--- src/rtl/dnn_layer_sequencer.sv ---
// Layer sequencer for the 1024-64-10 binary-input digit classifier.
// Walks every neuron of both layers, drives the pixel/weight/bias/hidden-RAM
// addresses, owns the shared accumulator, quantises hidden activations and
// performs the final argmax over the output classes.
module dnn_layer_sequencer #(
    parameter int unsigned IMG_BITS = 1024,
    parameter int unsigned HID_N    = 64,
    parameter int unsigned OUT_N    = 10,
    parameter int unsigned W_W      = 8,
    parameter int unsigned ACC_W    = 24,
    parameter int unsigned H_SHIFT  = 4
) (
    input  logic                                           sysClk,
    input  logic                                           iRst_n,
    input  logic                                           start,
    output logic [$clog2(IMG_BITS)-1:0]                    img_addr,
    input  logic                                           img_bit,
    output logic [$clog2(HID_N*IMG_BITS+OUT_N*HID_N)-1:0]  w_addr,
    input  logic signed [W_W-1:0]                          w_data,
    output logic [$clog2(HID_N+OUT_N)-1:0]                 b_addr,
    input  logic signed [ACC_W-1:0]                        b_data,
    output logic                                           h_we,
    output logic [$clog2(HID_N)-1:0]                       h_waddr,
    output logic [7:0]                                     h_wdata,
    output logic [$clog2(HID_N)-1:0]                       h_raddr,
    input  logic [7:0]                                     h_rdata,
    output logic                                           busy,
    output logic                                           done,
    output logic [3:0]                                     num_out
);

    localparam int unsigned IW   = $clog2(IMG_BITS);
    localparam int unsigned WAW  = $clog2(HID_N*IMG_BITS+OUT_N*HID_N);
    localparam int unsigned BW   = $clog2(HID_N+OUT_N);
    localparam int unsigned HW   = $clog2(HID_N);
    localparam int unsigned CW   = $clog2((IMG_BITS > HID_N) ? IMG_BITS : HID_N) + 1;
    localparam int unsigned PW   = W_W + 9;
    localparam int unsigned L2_W = HID_N * IMG_BITS;
    localparam logic signed [ACC_W-1:0] H_MAX = ACC_W'(255);

    typedef enum logic [3:0] {
        IDLE, L1_BIAS, L1_ACC, L1_DRAIN, L1_WB,
        L2_BIAS, L2_ACC, L2_DRAIN, L2_CMP, DONE
    } state_t;

    state_t                   state_q, state_d;
    logic [HW-1:0]            n_q, n_d;
    logic [3:0]               k_q, k_d;
    logic [CW-1:0]            i_q, i_d;
    logic signed [ACC_W-1:0]  acc_q, acc_d;
    logic signed [ACC_W-1:0]  best_q, best_d;
    logic [3:0]               idx_q, idx_d;
    logic                     pix_q;
    logic [IW-1:0]            img_addr_q, img_addr_d;
    logic [WAW-1:0]           w_addr_q, w_addr_d;
    logic [BW-1:0]            b_addr_q, b_addr_d;
    logic [HW-1:0]            h_raddr_q, h_raddr_d;
    logic [HW-1:0]            h_waddr_q, h_waddr_d;
    logic [7:0]               h_wdata_q, h_wdata_d;
    logic                     h_we_q, h_we_d;
    logic                     busy_q, busy_d;
    logic                     done_q, done_d;
    logic [3:0]               num_out_q, num_out_d;

    logic signed [PW-1:0]     prod;
    logic signed [ACC_W-1:0]  term_l1, term_l2, shifted;

    // Next-state, accumulator datapath and next values of all registered outputs
    always_comb begin
        state_d    = state_q;
        n_d        = n_q;
        k_d        = k_q;
        i_d        = i_q;
        acc_d      = acc_q;
        best_d     = best_q;
        idx_d      = idx_q;
        num_out_d  = num_out_q;
        img_addr_d = img_addr_q;
        w_addr_d   = w_addr_q;
        b_addr_d   = b_addr_q;
        h_raddr_d  = h_raddr_q;
        h_waddr_d  = h_waddr_q;
        h_wdata_d  = h_wdata_q;

        // Data returning this cycle belongs to the index issued last cycle
        prod    = w_data * $signed({1'b0, h_rdata});
        term_l1 = pix_q ? {{(ACC_W-W_W){w_data[W_W-1]}}, w_data} : '0;
        term_l2 = {{(ACC_W-PW){prod[PW-1]}}, prod};

        case (state_q)
            IDLE, DONE: begin
                if (start) begin
                    state_d   = L1_BIAS;
                    n_d       = '0;
                    k_d       = '0;
                    i_d       = '0;
                    acc_d     = '0;
                    num_out_d = '0;
                end
            end
            L1_BIAS: begin
                state_d = L1_ACC;
                i_d     = '0;
            end
            L1_ACC: begin
                acc_d = (i_q == '0) ? b_data : acc_q + term_l1;
                if (i_q == CW'(IMG_BITS-1)) state_d = L1_DRAIN;
                else                         i_d     = i_q + 1'b1;
            end
            L1_DRAIN: begin
                acc_d   = acc_q + term_l1;
                state_d = L1_WB;
            end
            L1_WB: begin
                if (n_q == HW'(HID_N-1)) begin
                    state_d = L2_BIAS;
                    k_d     = '0;
                end else begin
                    n_d     = n_q + 1'b1;
                    state_d = L1_BIAS;
                end
            end
            L2_BIAS: begin
                state_d = L2_ACC;
                i_d     = '0;
            end
            L2_ACC: begin
                acc_d = (i_q == '0) ? b_data : acc_q + term_l2;
                if (i_q == CW'(HID_N-1)) state_d = L2_DRAIN;
                else                      i_d     = i_q + 1'b1;
            end
            L2_DRAIN: begin
                acc_d   = acc_q + term_l2;
                state_d = L2_CMP;
            end
            L2_CMP: begin
                // Strict compare: ties keep the lowest class index
                if (k_q == '0 || acc_q > best_q) begin
                    best_d = acc_q;
                    idx_d  = k_q;
                end
                if (k_q == 4'(OUT_N-1)) begin
                    state_d   = DONE;
                    num_out_d = idx_d;
                end else begin
                    k_d     = k_q + 1'b1;
                    state_d = L2_BIAS;
                end
            end
            default: state_d = IDLE;
        endcase

        // Outputs are registered, so they are derived from the state being entered
        shifted = acc_d >>> H_SHIFT;
        case (state_d)
            L1_BIAS: b_addr_d = BW'(n_d);
            L2_BIAS: b_addr_d = BW'(HID_N + k_d);
            L1_ACC: begin
                img_addr_d = IW'(i_d);
                w_addr_d   = WAW'(n_d * IMG_BITS + i_d);
            end
            L2_ACC: begin
                h_raddr_d = HW'(i_d);
                w_addr_d  = WAW'(L2_W + k_d * HID_N + i_d);
            end
            L1_WB: begin
                h_waddr_d = n_q;
                if (shifted < 0)          h_wdata_d = 8'd0;
                else if (shifted > H_MAX) h_wdata_d = 8'd255;
                else                      h_wdata_d = shifted[7:0];
            end
            default: ;
        endcase
        h_we_d = (state_d == L1_WB);
        busy_d = (state_d != IDLE) && (state_d != DONE);
        done_d = (state_d == DONE);
    end

    // State and output registers with synchronous active-low reset
    always_ff @(posedge sysClk) begin
        if (!iRst_n) begin
            state_q    <= IDLE;
            n_q        <= '0;
            k_q        <= '0;
            i_q        <= '0;
            acc_q      <= '0;
            best_q     <= '0;
            idx_q      <= '0;
            pix_q      <= 1'b0;
            img_addr_q <= '0;
            w_addr_q   <= '0;
            b_addr_q   <= '0;
            h_raddr_q  <= '0;
            h_waddr_q  <= '0;
            h_wdata_q  <= '0;
            h_we_q     <= 1'b0;
            busy_q     <= 1'b0;
            done_q     <= 1'b0;
            num_out_q  <= '0;
        end else begin
            state_q    <= state_d;
            n_q        <= n_d;
            k_q        <= k_d;
            i_q        <= i_d;
            acc_q      <= acc_d;
            best_q     <= best_d;
            idx_q      <= idx_d;
            pix_q      <= img_bit;
            img_addr_q <= img_addr_d;
            w_addr_q   <= w_addr_d;
            b_addr_q   <= b_addr_d;
            h_raddr_q  <= h_raddr_d;
            h_waddr_q  <= h_waddr_d;
            h_wdata_q  <= h_wdata_d;
            h_we_q     <= h_we_d;
            busy_q     <= busy_d;
            done_q     <= done_d;
            num_out_q  <= num_out_d;
        end
    end

    assign img_addr = img_addr_q;
    assign w_addr   = w_addr_q;
    assign b_addr   = b_addr_q;
    assign h_raddr  = h_raddr_q;
    assign h_waddr  = h_waddr_q;
    assign h_wdata  = h_wdata_q;
    assign h_we     = h_we_q;
    assign busy     = busy_q;
    assign done     = done_q;
    assign num_out  = num_out_q;

endmodule

--- config.mk ---
export PLATFORM = sky130hd
export DESIGN_NAME = dnn_layer_sequencer
export DESIGN_NICKNAME = d
export VERILOG_FILES = /design/src/rtl/dnn_layer_sequencer.sv
export SDC_FILE = /design/constraint.sdc
export NUM_CORES = 1
export LEC_CHECK = 0
export BUFFER_PORTS_ARGS = -buffer_cell sky130_fd_sc_hd__buf_2
export CORE_MARGIN = 3
export CORE_UTILIZATION = 45
export CTS_CLUSTER_DIAMETER = 150
export CTS_CLUSTER_SIZE = 10
export DETAILED_ROUTE_END_ITERATION = 7
export HOLD_SLACK_MARGIN = 0.05
export PLACE_DENSITY_LB_ADDON = 0.15
export SLEW_MARGIN = 10
export SYNTH_ARGS = -nofsm -noshare
export SYNTH_HDL_FRONTEND = slang
export SYNTH_SLANG_ARGS = --single-unit
export TNS_END_PERCENT = 50
--- constraint.sdc ---
create_clock -name sysClk -period 9.7 [get_ports sysClk]
set_input_delay 1.94 -clock sysClk [delete_from_list [all_inputs] [get_ports sysClk]]
set_output_delay 1.94 -clock sysClk [all_outputs]
set_load 0.05 [all_outputs]
==> metrics <==
largest net degree at the start of global routing=about 90; Seq pwr share=between 20 and 30%; clock root buffer=clkbuf_16; total negative setup slack=0 ns; worst endpoint required time=about 10 ns; share of the yosys chip area belonging to registers=around a quarter; Bufs on Longest Clock Path=2; clock skew=about 0.014 ns; initial antenna violation count=1; commonest non-fill, non-tap cells in the layout=nand2_1 (187), dfxtp_1 (139), ha_1 (135); Slew headroom=20.8%; Static Leakage=between 0.005 and 0.006 uW; internal power=~1300 uW; DRC viols=0; first-pass detailed-route iteration total=5; R2R depth=19; postcts setup bufs=0; FMAX=approximately 0.13 GHz; Critical Path Most Common Cell=fa_1; Sw Pwr=809 uW; grt total ovfl=0; max-cap violation count=0; peak supply drop=roughly 0.00012 V; worst hold endpoint=num_out[3]; internal reg-to-reg setup slack=3.62 ns; CTS buffer count=17; die width=roughly 170 um; Max Slew Vio Count=0; Synth cell types=73; Comb power frac=a little under two fifths; routed vias/inst=roughly 5.7; H-tree level count=4; Ant. Diodes=0; most common cell after layout, fill and taps aside=nand2_1; crit path kind=in2reg; Final Hold Fails=0; Storage cell area=2780 um^2; vias in the first global route=between 10000 and 15000; Multi-input gate area=between 8000 and 9000 um^2; switching share of power=38.7%; measured slew at the worst slew-check pin=between 1 and 1.5 ns; Via Count=10400; WL/cell=~18 um; RR Endpoint=h_wdata[2]; simple-gate share of the synthesized area=20.2%; core area=25300 um^2; clk_lat worst skew=approximately 0.42 ns; CP max-delay cell=fa_1; GP Congestion=0.949; commonest register cell after synthesis=dfxtp_1; Core Util, Final=51.3%; origin of the worst setup path=w_data[7]; Worst Hold Class=reg2reg; element type at the critical path start=input port; hold depth=2; 1st-iter DRT viols=a little over 800; TritonCTS clock tree=yes; Cell Chain, Critical Path=buf_2, inv_1, fa_1, inv_1, fa_1, fa_1, fa_1, fa_1, ha_1, o211ai_1, a21oi_1, o2111ai_1, a31oi_1, xor2_1, a221oi_1, o2111ai_1, nor4b_1, a22oi_1; pre-CTS setup slack=about 1.8 ns; ANT nets after route=0; Worst Setup Slack, final=between 2 and 2.5 ns; mux cell area share after synthesis=under 10%; Clock transition at path regs=roughly 0.060 ns; first-pass GRT wire length=about 53 mm; main combinational cell family by area after synthesis=adder cells; Synth Instances=1400; die area=27700 um^2; CP peak stage delay=about 0.6 ns; run status=complete, no violations; die height=~170 um; HPWL after DPL=about 25 mm; Synth Cell Area=between 10000 and 15000 um^2; CTS sink count=139; Post-synth EDFFs=0; std cell rows=between 50 and 60; setup violators final=0; async set-reset flop share out of synthesis=0%; Ports=roughly 110; final WL=between 30 and 40 mm; Tcrit/Tclk final=roughly 78%; pwr dens=~160 nW/um^2; RSZ-0062 raised after global routing=false; gr usage total=a little under a quarter; power share of the clock group=roughly 32%; FILL cells=about 2500; Post-CTS Resized=0; Post-Synth Adder-Cell Area=23.8%; I/O Buffers=roughly 100; min cycle time layout=~7.6 ns; Compound-Gate Fraction of Synth Area=approximately a fifth; RR Startpoint=acc_q[6]; Mapped Nets=around 1600; hold bufs inserted after CTS=0; Synth Register Bits=between 100 and 150; Initial Util=a little under half; Max FO, Critical Path=13; Worst Setup End Kind=register; WP data arrival=~7.8 ns; worst hold path startpoint=num_out[3]; share of layout cells above drive strength 1=a little over a tenth; Ys Warns=0; Mean Syn Cell Area=8.27 um^2; area delta synth->final=11.8%; Layout Nets=~1700; Post-Synth XOR/XNOR Area=under 10%
-- routing by layer --
metal  share of wire (%)  track usage, %  up-vias
li1                    -               -     5083
met1                  47            32.0     4928
met2                  45            38.4      339
met3                 5.5            3.78       52
met4                 2.3            6.53        2
met5               0.022               0        -
-- flip-flops by register name (all words and copies together) (netlist names) --
register,cells
b_addr,7
done,1
h_we,1
best_q,24
h_waddr,6
busy,1
h_wdata,8
h_raddr,6
k_q,4
w_addr,17
acc_q,24
idx_q,4
i_q,11
num_out,4
pix_q,1
n_q,6
state_q,4
img_addr,10
-- critical path, delay by kind of cell --
| family | cells | cell delay, ns |
|---|---|---|
| AOI/OAI and AO/OA | 7 | 1.84 |
| xor gates and xnor gates | 1 | 0.11 |
| adders and majority gates | 6 | 2.92 |
| buffers and inverters | 3 | 0.55 |
| and+or+nand+nor | 1 | 0.45 |
-- stage by stage --
step | std cells | cell area, um^2 | hold slack, ns | total power, uW
after global placement | 1784 | 12300 | 0.424 | 1410
after global routing | 1816 | 12900 | 0.461 | 2250
after floorplan | 1400 | 11600 | 0.433 | 1230
after detailed placement | 1784 | 12300 | 0.434 | 1420
final | 1816 | 12900 | 0.438 | 2090
after CTS | 1816 | 12900 | 0.442 | 2110
-- logic make-up after synthesis --
kind of cell               Yosys count
muxes                               40
buffers and inverters              170
and+or+nand+nor                    483
adders and majority gates          188
AOI/OAI and AO/OA                  335
DFF                                139
xor gates and xnor gates            45
-- cell type report --
cell class,count,area share [%]
clock buffer,17,3.29
clock inverter,15,1.38
inverter,114,3.31
multi-input combinational,1091,63.0
sequential,139,21.5
tap,330,3.19
timing repair buffer,110,4.37
-- power groups by stage --
stage	clock network [uW]	registers, uW	logic [uW]
2_1_floorplan	0	663	564
3_3_place_gp	0	630	783
3_5_place_dp	0	629	794
4_1_cts	688	617	801
5_1_grt	716	620	910
6_report	674	617	800
-- cell usage after synthesis, types with 4 or more instances --
cell,instances,area [um^2]
nand2b_1,18,113
nor4b_1,6,52.6
a31oi_1,12,75.1
ha_1,135,1690
a211oi_1,21,158
xor2_1,22,193
a211o_1,4,35.0
a21o_1,24,180
o21bai_1,4,30.0
buf_2,10,50.1
fa_1,53,1060
and4_1,5,43.8
nor2b_1,9,56.3
clkbuf_1,46,173
dfxtp_1,139,2780
nand3b_1,4,30.0
nor3_1,22,110
o21ai_0,61,305
o211ai_1,9,67.6
a2111oi_0,4,35.0
and3_1,16,100
o21a_1,14,105
o2111ai_1,5,43.8
a221oi_1,11,96.3
nand2_1,187,702
a22o_1,13,114
nand4_1,16,100
xnor2_1,23,201
nor2_1,91,342
inv_1,113,424
and2_1,72,450
mux2i_1,37,370
o31ai_1,7,52.6
a21oi_1,85,425
a22oi_1,24,180
nand3_1,19,95.1
nor4_1,5,31.3
-- worst max-delay path by stage --
stage | to | slack [ns] | depth (start not counted)
after global routing | h_wdata[3] | 1.72 | 18
after detailed placement | h_wdata[3] | 1.79 | 18
after global placement | h_wdata[0] | 1.96 | 18
after floorplan | h_wdata[0] | 2.71 | 18
after CTS | h_wdata[2] | 2.17 | 18
final | h_wdata[2] | 2.13 | 18
Note: power is estimated with default switching activity, not from simulation.
